File: src/rtl/toggle_decoder_if.sv
// Bundle of the toggle decoder's control inputs and status outputs.
// The master side drives en/t_in/ack/clr_cnt; the slave (the decoder) drives the status.
interface toggle_decoder_if #(
  parameter int CNT_W = 8
);
  logic             en;
  logic             t_in;
  logic             ack;
  logic             clr_cnt;
  logic             pulse;
  logic             q_ref;
  logic             pending;
  logic             ovf;
  logic [CNT_W-1:0] evt_cnt;

  modport master (
    output en, t_in, ack, clr_cnt,
    input  pulse, q_ref, pending, ovf, evt_cnt
  );

  modport slave (
    input  en, t_in, ack, clr_cnt,
    output pulse, q_ref, pending, ovf, evt_cnt
  );
endinterface

File: src/rtl/toggle_decoder.sv
// Receive-side decoder for toggle-encoded events: synchroniser, change detect, pending/ack and counter.
// Define TOGGLE_DECODER_SAT_EN to make evt_cnt saturate at all-ones instead of wrapping.
module toggle_decoder #(
  parameter int SYNC_STAGES = 2,
  parameter int CNT_W       = 8
) (
  input logic           clk,
  input logic           rst,
  toggle_decoder_if.slave bus
);

  typedef enum logic {IDLE, HELD} state_t;

  state_t                 state;
  state_t                 state_nxt;
  logic [SYNC_STAGES-1:0] sync;
  logic                   s;
  logic                   q_ref;
  logic                   chg;
  logic                   evt;
  logic                   pulse;
  logic                   ovf;
  logic                   ovf_nxt;
  logic [CNT_W-1:0]       cnt;
  logic [CNT_W-1:0]       cnt_nxt;

  assign s   = sync[SYNC_STAGES-1];
  assign chg = s ^ q_ref;
  assign evt = bus.en & chg;

  // q_ref tracks s even while disabled, so re-enabling never produces a stale event
  always_ff @(posedge clk) begin
    if (rst) begin
      sync  <= '0;
      q_ref <= 1'b0;
      pulse <= 1'b0;
    end else begin
      sync  <= {sync[SYNC_STAGES-2:0], bus.t_in};
      q_ref <= s;
      pulse <= evt;
    end
  end

  always_ff @(posedge clk) begin
    if (rst) begin
      state <= IDLE;
      ovf   <= 1'b0;
      cnt   <= '0;
    end else begin
      state <= state_nxt;
      ovf   <= ovf_nxt;
      cnt   <= cnt_nxt;
    end
  end

  always_comb begin
    state_nxt = state;
    ovf_nxt   = ovf;
    cnt_nxt   = cnt;

    case (state)
      IDLE: begin
        if (evt) state_nxt = HELD;
      end
      HELD: begin
        // A new event in the same cycle as ack simply replaces the acked one
        if (evt) begin
          if (!bus.ack) ovf_nxt = 1'b1;
        end else if (bus.ack) begin
          state_nxt = IDLE;
        end
      end
    endcase

`ifdef TOGGLE_DECODER_SAT_EN
    if (evt && (cnt != {CNT_W{1'b1}})) cnt_nxt = cnt + 1'b1;
`else
    if (evt) cnt_nxt = cnt + 1'b1;
`endif

    // Clear wins over a coincident overflow but still counts the coincident event
    if (bus.clr_cnt) begin
      ovf_nxt = 1'b0;
      cnt_nxt = CNT_W'(evt);
    end
  end

  assign bus.pulse   = pulse;
  assign bus.q_ref   = q_ref;
  assign bus.pending = (state == HELD);
  assign bus.ovf     = ovf;
  assign bus.evt_cnt = cnt;

endmodule

File: src/flat_wrapper.sv
// flat-port wrapper written by rule: the top's interface ports become plain ports
module toggle_decoder_flat 
#(
  parameter int SYNC_STAGES = 2,
  parameter int CNT_W       = 8
)
  (clk, rst, bus_en, bus_t_in, bus_ack, bus_clr_cnt, bus_pulse, bus_q_ref, bus_pending, bus_ovf, bus_evt_cnt);
  toggle_decoder_if #(.CNT_W(CNT_W)) bus_i ();
  input logic clk;
  input logic rst;
  input wire logic [$bits(bus_i.en)-1:0] bus_en;
  input wire logic [$bits(bus_i.t_in)-1:0] bus_t_in;
  input wire logic [$bits(bus_i.ack)-1:0] bus_ack;
  input wire logic [$bits(bus_i.clr_cnt)-1:0] bus_clr_cnt;
  output wire logic [$bits(bus_i.pulse)-1:0] bus_pulse;
  output wire logic [$bits(bus_i.q_ref)-1:0] bus_q_ref;
  output wire logic [$bits(bus_i.pending)-1:0] bus_pending;
  output wire logic [$bits(bus_i.ovf)-1:0] bus_ovf;
  output wire logic [$bits(bus_i.evt_cnt)-1:0] bus_evt_cnt;
  assign bus_i.en = bus_en;
  assign bus_i.t_in = bus_t_in;
  assign bus_i.ack = bus_ack;
  assign bus_i.clr_cnt = bus_clr_cnt;
  assign bus_pulse = bus_i.pulse;
  assign bus_q_ref = bus_i.q_ref;
  assign bus_pending = bus_i.pending;
  assign bus_ovf = bus_i.ovf;
  assign bus_evt_cnt = bus_i.evt_cnt;
  toggle_decoder #(.SYNC_STAGES(SYNC_STAGES), .CNT_W(CNT_W)) u_core (.clk(clk), .rst(rst), .bus(bus_i));
endmodule
File: config.mk
export PLATFORM = sky130hd
export DESIGN_NAME = toggle_decoder_flat
export DESIGN_NICKNAME = d
export VERILOG_FILES = /design/src/rtl/toggle_decoder_if.sv /design/src/rtl/toggle_decoder.sv /design/src/flat_wrapper.sv
export SDC_FILE = /design/constraint.sdc
export NUM_CORES = 1
export LEC_CHECK = 0
export ABC_AREA = 0
export CORE_MARGIN = 8
export CORE_UTILIZATION = 45
export DETAILED_ROUTE_END_ITERATION = 8
export DONT_BUFFER_PORTS = 1
export PLACE_DENSITY = 0.57
export SLEW_MARGIN = 30
export SYNTH_ARGS = -nofsm -noshare
export SYNTH_HDL_FRONTEND = slang
export SYNTH_SLANG_ARGS = --single-unit
File: constraint.sdc
create_clock -name clk -period 1.8 [get_ports clk]
set_input_delay 0.09 -clock clk [delete_from_list [all_inputs] [get_ports clk]]
set_output_delay 0.09 -clock clk [all_outputs]
set_load 0.05 [all_outputs]
-- After elaboration in Yosys (flattened, before gate mapping)
Cells that the tools add are included.
W data, S select, Z words.
- bits in registers: 14
- word-level logic and storage cells: 21
- input bits: 6
- output and inout bits: 12
- reduce and logical (&&, ||, !) cells: 3
- mux-type cells: 6
- $add $sub $neg: 1
- bitwise operators: 4
- operators by type and width (operator ; number):
    $add A8 B1 Y8 const B ; 1
    $mux W1 ; 5
    $reduce_and A3 Y1 ; 1
    $not A1 Y1 ; 2
    $pmux W1 S2 ; 1
    $reduce_bool A2 Y1 ; 1
    $reduce_or A2 Y1 ; 1
    $and A1 B1 Y1 ; 1
    $xor A1 B1 Y1 ; 1

-- Logic depth before layout (Yosys ltp)
Gate-level depths: netlist of the first run.
- word-level depth: 4
- mapped depth: 4
- depth with buffers taken out: 4

-- Worst setup path before layout of the first run
No wires, ideal clock.
- kind: register -> register
- from: register u_core.cnt[1] (netlist: u_core.bus.evt_cnt[1])
- to: register u_core.cnt[6] (netlist: u_core.bus.evt_cnt[6])
- data arrival time: 1.647 ns
- path buffers: 0
- library setup time: 0.070 ns
- data required time: 1.730 ns
- stages on the path, launching flop included: 5
- clock period less this slack: 1.717 ns
- slack: 0.083 ns
- path through: dfxtp_1 ha_1 nand4_2 or4_1 a21oi_1
- cells in the longest elaborated chain, start to end: 1
- ends and longest elaborated chain (what ; line ; RTL):
    start: declaration ; toggle_decoder.sv:24 ; logic [CNT_W-1:0] cnt;
    start signal: assignment ; toggle_decoder.sv:52 ; cnt <= cnt_nxt;
    $add A8 B1 Y8 ; toggle_decoder.sv:78 ; if (evt) cnt_nxt = cnt + 1'b1;
Every way passes these cells.
A chain may end at the register's enable or synchronous reset.

-- Worst setup path in the final report of the first run
- from: register u_core.q_ref (netlist: u_core.bus.q_ref)
- to: register u_core.cnt[4] (netlist: u_core.bus.evt_cnt[4])
- cells in the longest elaborated chain, start to end: 2
- ends and longest elaborated chain (what ; line ; RTL):
    start: declaration ; toggle_decoder.sv:18 ; logic q_ref;
    start signal: assignment ; toggle_decoder.sv:39 ; q_ref <= s;
    $xor A1 B1 Y1 ; toggle_decoder.sv:28 ; assign chg = s ^ q_ref;
    $and A1 B1 Y1 ; toggle_decoder.sv:29 ; assign evt = bus.en & chg;
Every way passes these cells.

==> flow_summary.toml, run 1 <==
[layout]
multi_input_area_um2 = 302
seqCellArea_um2 = 280
area_delta_synth_final_pct = 23.4
antenna_cells = 0
fillCellCount = 117
layout_commonest_cell = "dfxtp_1"
drive_gt1_frac = 0.213
final_cells = 95
mostFrequentLayoutCells = "14 x dfxtp_1, 10 x buf_4, 7 x a21oi_1, 5 x nand2_1, 5 x nor2b_1"
finish.net_count = 89

[clock_network]
cts_made_buffers = 3
clockBufferDepth = 2
cts_tree = "yes"
cts_sinks = 14
clock-root-buffer = "clkbuf_4"
clock_latency_ns = 0.27
post_cts_resized = 0
clk_pin_slew_ns = 0.08
htreeDepth = 1

[sta]
period_share = 0.792
fin_skew_ns = 0.00896
grt_setup_unrepaired = "no"
slew_violations = 0
fmax_mhz = 702
final.min_clock_period_ns = 1.43
final_hold_viol_count = 0
setup_violations = 0
tightestPinTransition_ns = 0.705
slew_headroom = 0.527
setup_tns_ns = 0

[floorplanning]
die_w_um = 52.6
coreArea_um2 = 1280
die_y_um = 52.6
boundaryPins = 18
start_util = 0.470
rows = 13
dieArea_um2 = 2770

[synth]
avgSynthCellArea_um2 = 9.16
ys_types = 24
yosysTopAreaCell = "dfxtp_1"
syn_inst = 66
yosys.area.top_type_share = 0.464
yosys_warnings = 0
syn_nets = 73
synth_area_leaders = "dfxtp_1 46%, a21oi_1 5.8%, nor2b_1 5.2%"
ys_seq_area_frac = 0.464
ys_ff_latch = 14
synth_area_um2 = 604

[placement]
hpwl_um = 937
place_congestion = 0.720
portBuffers = 0
dpl.cell_count = 88

[flow_run]
drv_cap = 0

[global_route]
grt_usage = 0.0989
grt_start_max_net_pins = 11
grt_pass1_vias = 464
overflow = 0
antenna_found_initial = 0
grt_pass1_wl_um = 2060

[pwr]
leakage_nw = 0.270
peakVddDrop_mv = 0.481
p_per_area_nw_per_um2 = 719

[critical_path]
worst-path-max-fanout = 10
worstSetupEndpointType = "flip-flop"
critical_path_class = "flip-flop to flip-flop"
max_stage_delay_ns = 0.58
critPathSlowestCell = "xnor2_1"
crit_chain = "xnor2_1, buf_4, or3_1, a21oi_1"
worstPathRequired_ns = 1.95
worstPathArrival_ns = 1.58
critPathLaunchType = "flip-flop"

[route]
postRouteAntennaNets = 0
num_vias = 510
finalWirelength_um = 1310
initialDrtViolationCount = 11
viasPerCell = 5.37
drcViolationCount = 0
wl_per_cell_um = 13.8
dr.pass1.iters = 6

[hold_path]
worstHoldPathType = "input port to flip-flop"

[run_status]
outcome = "finished, final reports clean"
-- worst max-delay path: cells and delay by family (launching register included) --
family	cells	cell delay, ns
compound gates	1	0.05
xor+xnor	1	0.58
buf+inv	1	0.25
flops	1	0.32
simple gates	1	0.10
-- layout make-up --
type / count / area share
Multi-Input combinational cell: 47 / 0.404
Sequential cell: 14 / 0.376
Clock buffer: 3 / 0.0302
Timing Repair Buffer: 14 / 0.154
Tap cell: 15 / 0.0252
Inverter: 2 / 0.0101
-- logic make-up after synthesis --
family | count (synthesis) | share of synthesized area
muxes | 2 | 0.0331
buffers and inverters | 5 | 0.0373
adders and majority gates | 1 | 0.0207
xor gates and xnor gates | 2 | 0.0290
AOI/OAI and AO/OA | 14 | 0.130
and+or+nand+nor | 28 | 0.286
DFF | 14 | 0.464
-- per-stage QoR --
stage                     instance area (um^2)  hold slack (ns)  setup WS (ns)   util  power [W]
after CTS                                  746           0.0178          0.382  0.580   0.000545
after detailed placement                   683            0.165          0.387  0.532   0.000364
after global placement                     683            0.165          0.420  0.532   0.000363
after floorplan                            604            0.204         0.0834      -   0.000358
after global routing                       746           0.0290          0.226  0.580   0.000566
final                                      746           0.0313          0.375  0.580   0.000536
-- synthesized netlist by cell type --
cell type  instances
nand4_1            1
inv_1              1
a31oi_1            1
nor4_2             2
nor2b_1            5
o31ai_1            3
inv_2              1
or4_1              3
dfxtp_1           14
nor2_1             4
xor2_1             1
ha_1               1
o21ai_1            2
nand4_2            1
buf_4              1
clkbuf_1           2
or2_0              1
nand3_1            2
nand2_1            5
or3_1              4
xnor2_1            1
a21oi_1            7
mux2i_1            2
o21ai_0            1
-- registers in the layout, summed over array words and instances (netlist names) --
signal and count:
u_core.bus.q_ref 1, u_core.sync 2, u_core.bus.ovf 1, u_core.bus.evt_cnt 8, u_core.bus.pulse 1, u_core.bus.pending 1
-- worst paths after layout --
check,start,end,slack (ns),depth (start not counted)
min,bus_clr_cnt,u_core.bus.evt_cnt[0],0.03,3
max reg2reg,u_core.bus.q_ref,u_core.bus.evt_cnt[4],0.37,4
min reg2reg,u_core.sync[0],u_core.sync[1],0.45,1
max,u_core.bus.q_ref,u_core.bus.evt_cnt[4],0.37,4
-- layer usage --
layer  part of all wire  GRT usage
met1               0.43      0.114
met2               0.47      0.146
met3              0.083     0.0739
met4             0.0076     0.0129
met5                  0          0
-- timing repair --
item	CTS	global route
endpoints found under the hold margin	10	0
buffers inserted	0	0
hold buffers	4	0
-- where the power goes --
part / internal (W) / switching, W
clock: 0.0000774 / 0.0000913
combinational: 0.0000181 / 0.0000301
sequential: 0.000314 / 0.00000451
Note: power is estimated with default switching activity, not from simulation.
==> run 2: changes to the inputs <==
Settings changed: ABC_AREA 0 to 1.
Clock period 1.8 ns to 1.41 ns, I/O delays scaled along.
==> run 2 against run 1 <==
Total power increased by 41%. Routed wire length decreased by 3.7%. Critical path type unchanged. Largest cell class is now flip-flops and latches. Die area increased by 1.7%.
==> flow_summary.toml, run 2 <==
[run_status]
outcome = "finished, final reports clean"

[clock_network]
cts_made_buffers = 3
cts_tree = "yes"
cts_sinks = 14
clock_latency_ns = 0.28
htreeDepth = 1
clk_pin_slew_ns = 0.09
post_cts_resized = 0
clock-root-buffer = "clkbuf_4"
postCtsSetupBuffers = 0
clockBufferDepth = 2
holdBufCountCts = 3

[hold_path]
hold_path_depth = 2
hold_path_end = "u_core.bus.evt_cnt[0]"
worstHoldPathType = "input port to flip-flop"
min_from = "bus_clr_cnt"

[layout]
final_util = 0.599
mostFrequentLayoutCells = "16 x nor2_1, 15 x nand2_1, 15 x inv_1, 11 x buf_4, 11 x dfxtp_1"
drive_gt1_frac = 0.238
largest_reg_flops = 8
layout_commonest_cell = "nor2_1"
area_delta_synth_final_pct = 25.9
fillCellCount = 126
antenna_cells = 0
final_cells = 116
finish.net_count = 109

[route]
initialDrtViolationCount = 10
num_vias = 543
finalWirelength_um = 1260
dr.pass1.iters = 4
viasPerCell = 4.68
drcViolationCount = 0
wl_per_cell_um = 10.9
postRouteAntennaNets = 0

[critical_path]
worstSetupEndpointType = "flip-flop"
worst-path-max-fanout = 4
critPathLaunchType = "flip-flop"
worstPathRequired_ns = 1.63
worstPathArrival_ns = 1.39
reg2reg_to = "u_core.bus.evt_cnt[7]"
ff2ff_setup_slack_ns = 0.24
path_common_cell = "nand3_1"
max_stage_delay_ns = 0.34
crit_chain = "buf_4, nand3_1, nor2_2, nand3_1, nand2_1, inv_1, nor2_1"
critPathSlowestCell = "dfxtp_2"
timing.rr.start = "u_core.bus.evt_cnt[1]"
critical_path_class = "flip-flop to flip-flop"
reg2reg_depth = 7

[synth]
synth_area_leaders = "dfxtp_1 45%, nor2_1 9.7%, inv_1 9.1%"
ys_seq_area_frac = 0.453
synth_edf_count = 0
syn_nets = 91
syn_inst = 84
ys_ff_latch = 14
yosys.area.top_type_share = 0.453
synthArstFlopShare = 0
yosysTopAreaCell = "dfxtp_1"
synth_area_um2 = 619
yosysMostFrequentCell = "nor2_1"
ys_types = 17
avgSynthCellArea_um2 = 7.37
yosys_warnings = 0
ys.flop_type = "dfxtp_1"
netlist_top_cells_count = "16 x nor2_1, 15 x inv_1, 15 x nand2_1"

[global_route]
grt_start_max_net_pins = 18
overflow = 0
grt_pass1_vias = 520
grt_pass1_wl_um = 2060
grt_usage = 0.0988
antenna_found_initial = 0

[sta]
final_hold_viol_count = 0
fmax_mhz = 856
fin_skew_ns = 0.000756
tightestPinTransition_ns = 0.480
holdWs_ns = 0.00908
setup_tns_ns = 0
slew_violations = 0
period_share = 0.829
grt_setup_unrepaired = "no"
setup_violations = 0
slew_headroom = 0.680
final.min_clock_period_ns = 1.17

[floorplanning]
die_w_um = 53.1
rows = 13
coreArea_um2 = 1300
start_util = 0.476
die_y_um = 53.1
boundaryPins = 18
dieArea_um2 = 2820

[pwr]
p_per_area_nw_per_um2 = 971
peakVddDrop_mv = 0.586
leakage_nw = 0.331
seqPwrFrac = 0.540
power_w = 0.000757
intPower_w = 0.000579
comb_power_share = 0.074
clock_power_share = 0.386
switching_share = 0.235
p_switching_w = 0.000178

[placement]
place_congestion = 0.652
dpl.cell_count = 109
portBuffers = 0
hpwl_um = 918

[flow_run]
drv_cap = 0
## run 2: changes by cell type in the layout (fill, tap and decap cells not counted), moves of 4 or more
cell / before / now
inv_1: 1 / 15
nor2_1: 4 / 16
nand2_1: 5 / 15
nor2b_1: 5 / 0
nand3_1: 2 / 6
or3_1: 4 / 0
## run 2: worst max path at each step
stage | endpoint | slack [ns] | startpoint
final | u_core.bus.evt_cnt[7] | 0.24 | u_core.bus.evt_cnt[1]
after global routing | u_core.bus.evt_cnt[7] | 0.11 | u_core.bus.evt_cnt[1]
after CTS | u_core.bus.evt_cnt[7] | 0.23 | u_core.bus.evt_cnt[0]
after detailed placement | u_core.bus.evt_cnt[1] | 0.26 | u_core.sync[1]
after global placement | u_core.bus.evt_cnt[7] | 0.28 | u_core.bus.evt_cnt[0]
after floorplan | u_core.bus.evt_cnt[6] | 0.09 | u_core.bus.evt_cnt[1]
## run 2: cell type report
class | count | area, um^2 | area share
inverters | 15 | 56.3 | 0.0722
flip-flops and latches | 14 | 284 | 0.364
clock buffers | 4 | 36.3 | 0.0465
multi-input cells | 54 | 272 | 0.348
well taps | 15 | 18.8 | 0.0241
repair buffers | 14 | 113 | 0.144
## run 2: per-layer routing
metal,wire length (um),up-vias,GRT usage
li1,-,291,-
met1,533,234,0.101
met2,588,13,0.164
met3,106,5,0.0392
met4,32,0,0.0630
met5,0,-,0
## run 2: logic make-up (layout without fill, tap and decap cells)
| logic type | after synthesis | count (layout) | synth area share |
|---|---|---|---|
| AO/OA/AOI/OAI | 9 | 9 | 0.0848 |
| adder cells (fa/ha/maj) | 1 | 1 | 0.0202 |
| flip-flops | 14 | 14 | 0.453 |
| AND/OR/NAND/NOR | 44 | 44 | 0.333 |
| buffers and inverters | 16 | 33 | 0.109 |
## run 2: power groups by stage
| stage | sequential (W) | clock (W) | combinational (W) |
|---|---|---|---|
| 4_1_cts | 0.000408 | 0.000303 | 0.0000563 |
| 2_1_floorplan | 0.000430 | 0 | 0.0000270 |
| 3_3_place_gp | 0.000417 | 0 | 0.0000475 |
| 5_1_grt | 0.000409 | 0.000318 | 0.0000616 |
| 6_report | 0.000408 | 0.000292 | 0.0000561 |
| 3_5_place_dp | 0.000418 | 0 | 0.0000480 |
## run 2: metrics by stage
step,setup WS [ns],area [um^2]
5_1_grt,0.114,779
3_5_place_dp,0.255,713
6_report,0.242,779
3_3_place_gp,0.278,713
4_1_cts,0.230,779
2_1_floorplan,0.0942,623
## run 2: critical path, delay by kind of cell, from the launching register on
family | cells | cell delay, ns
DFF | 1 | 0.34
and+or+nand+nor | 5 | 0.53
buffers and inverters | 2 | 0.24
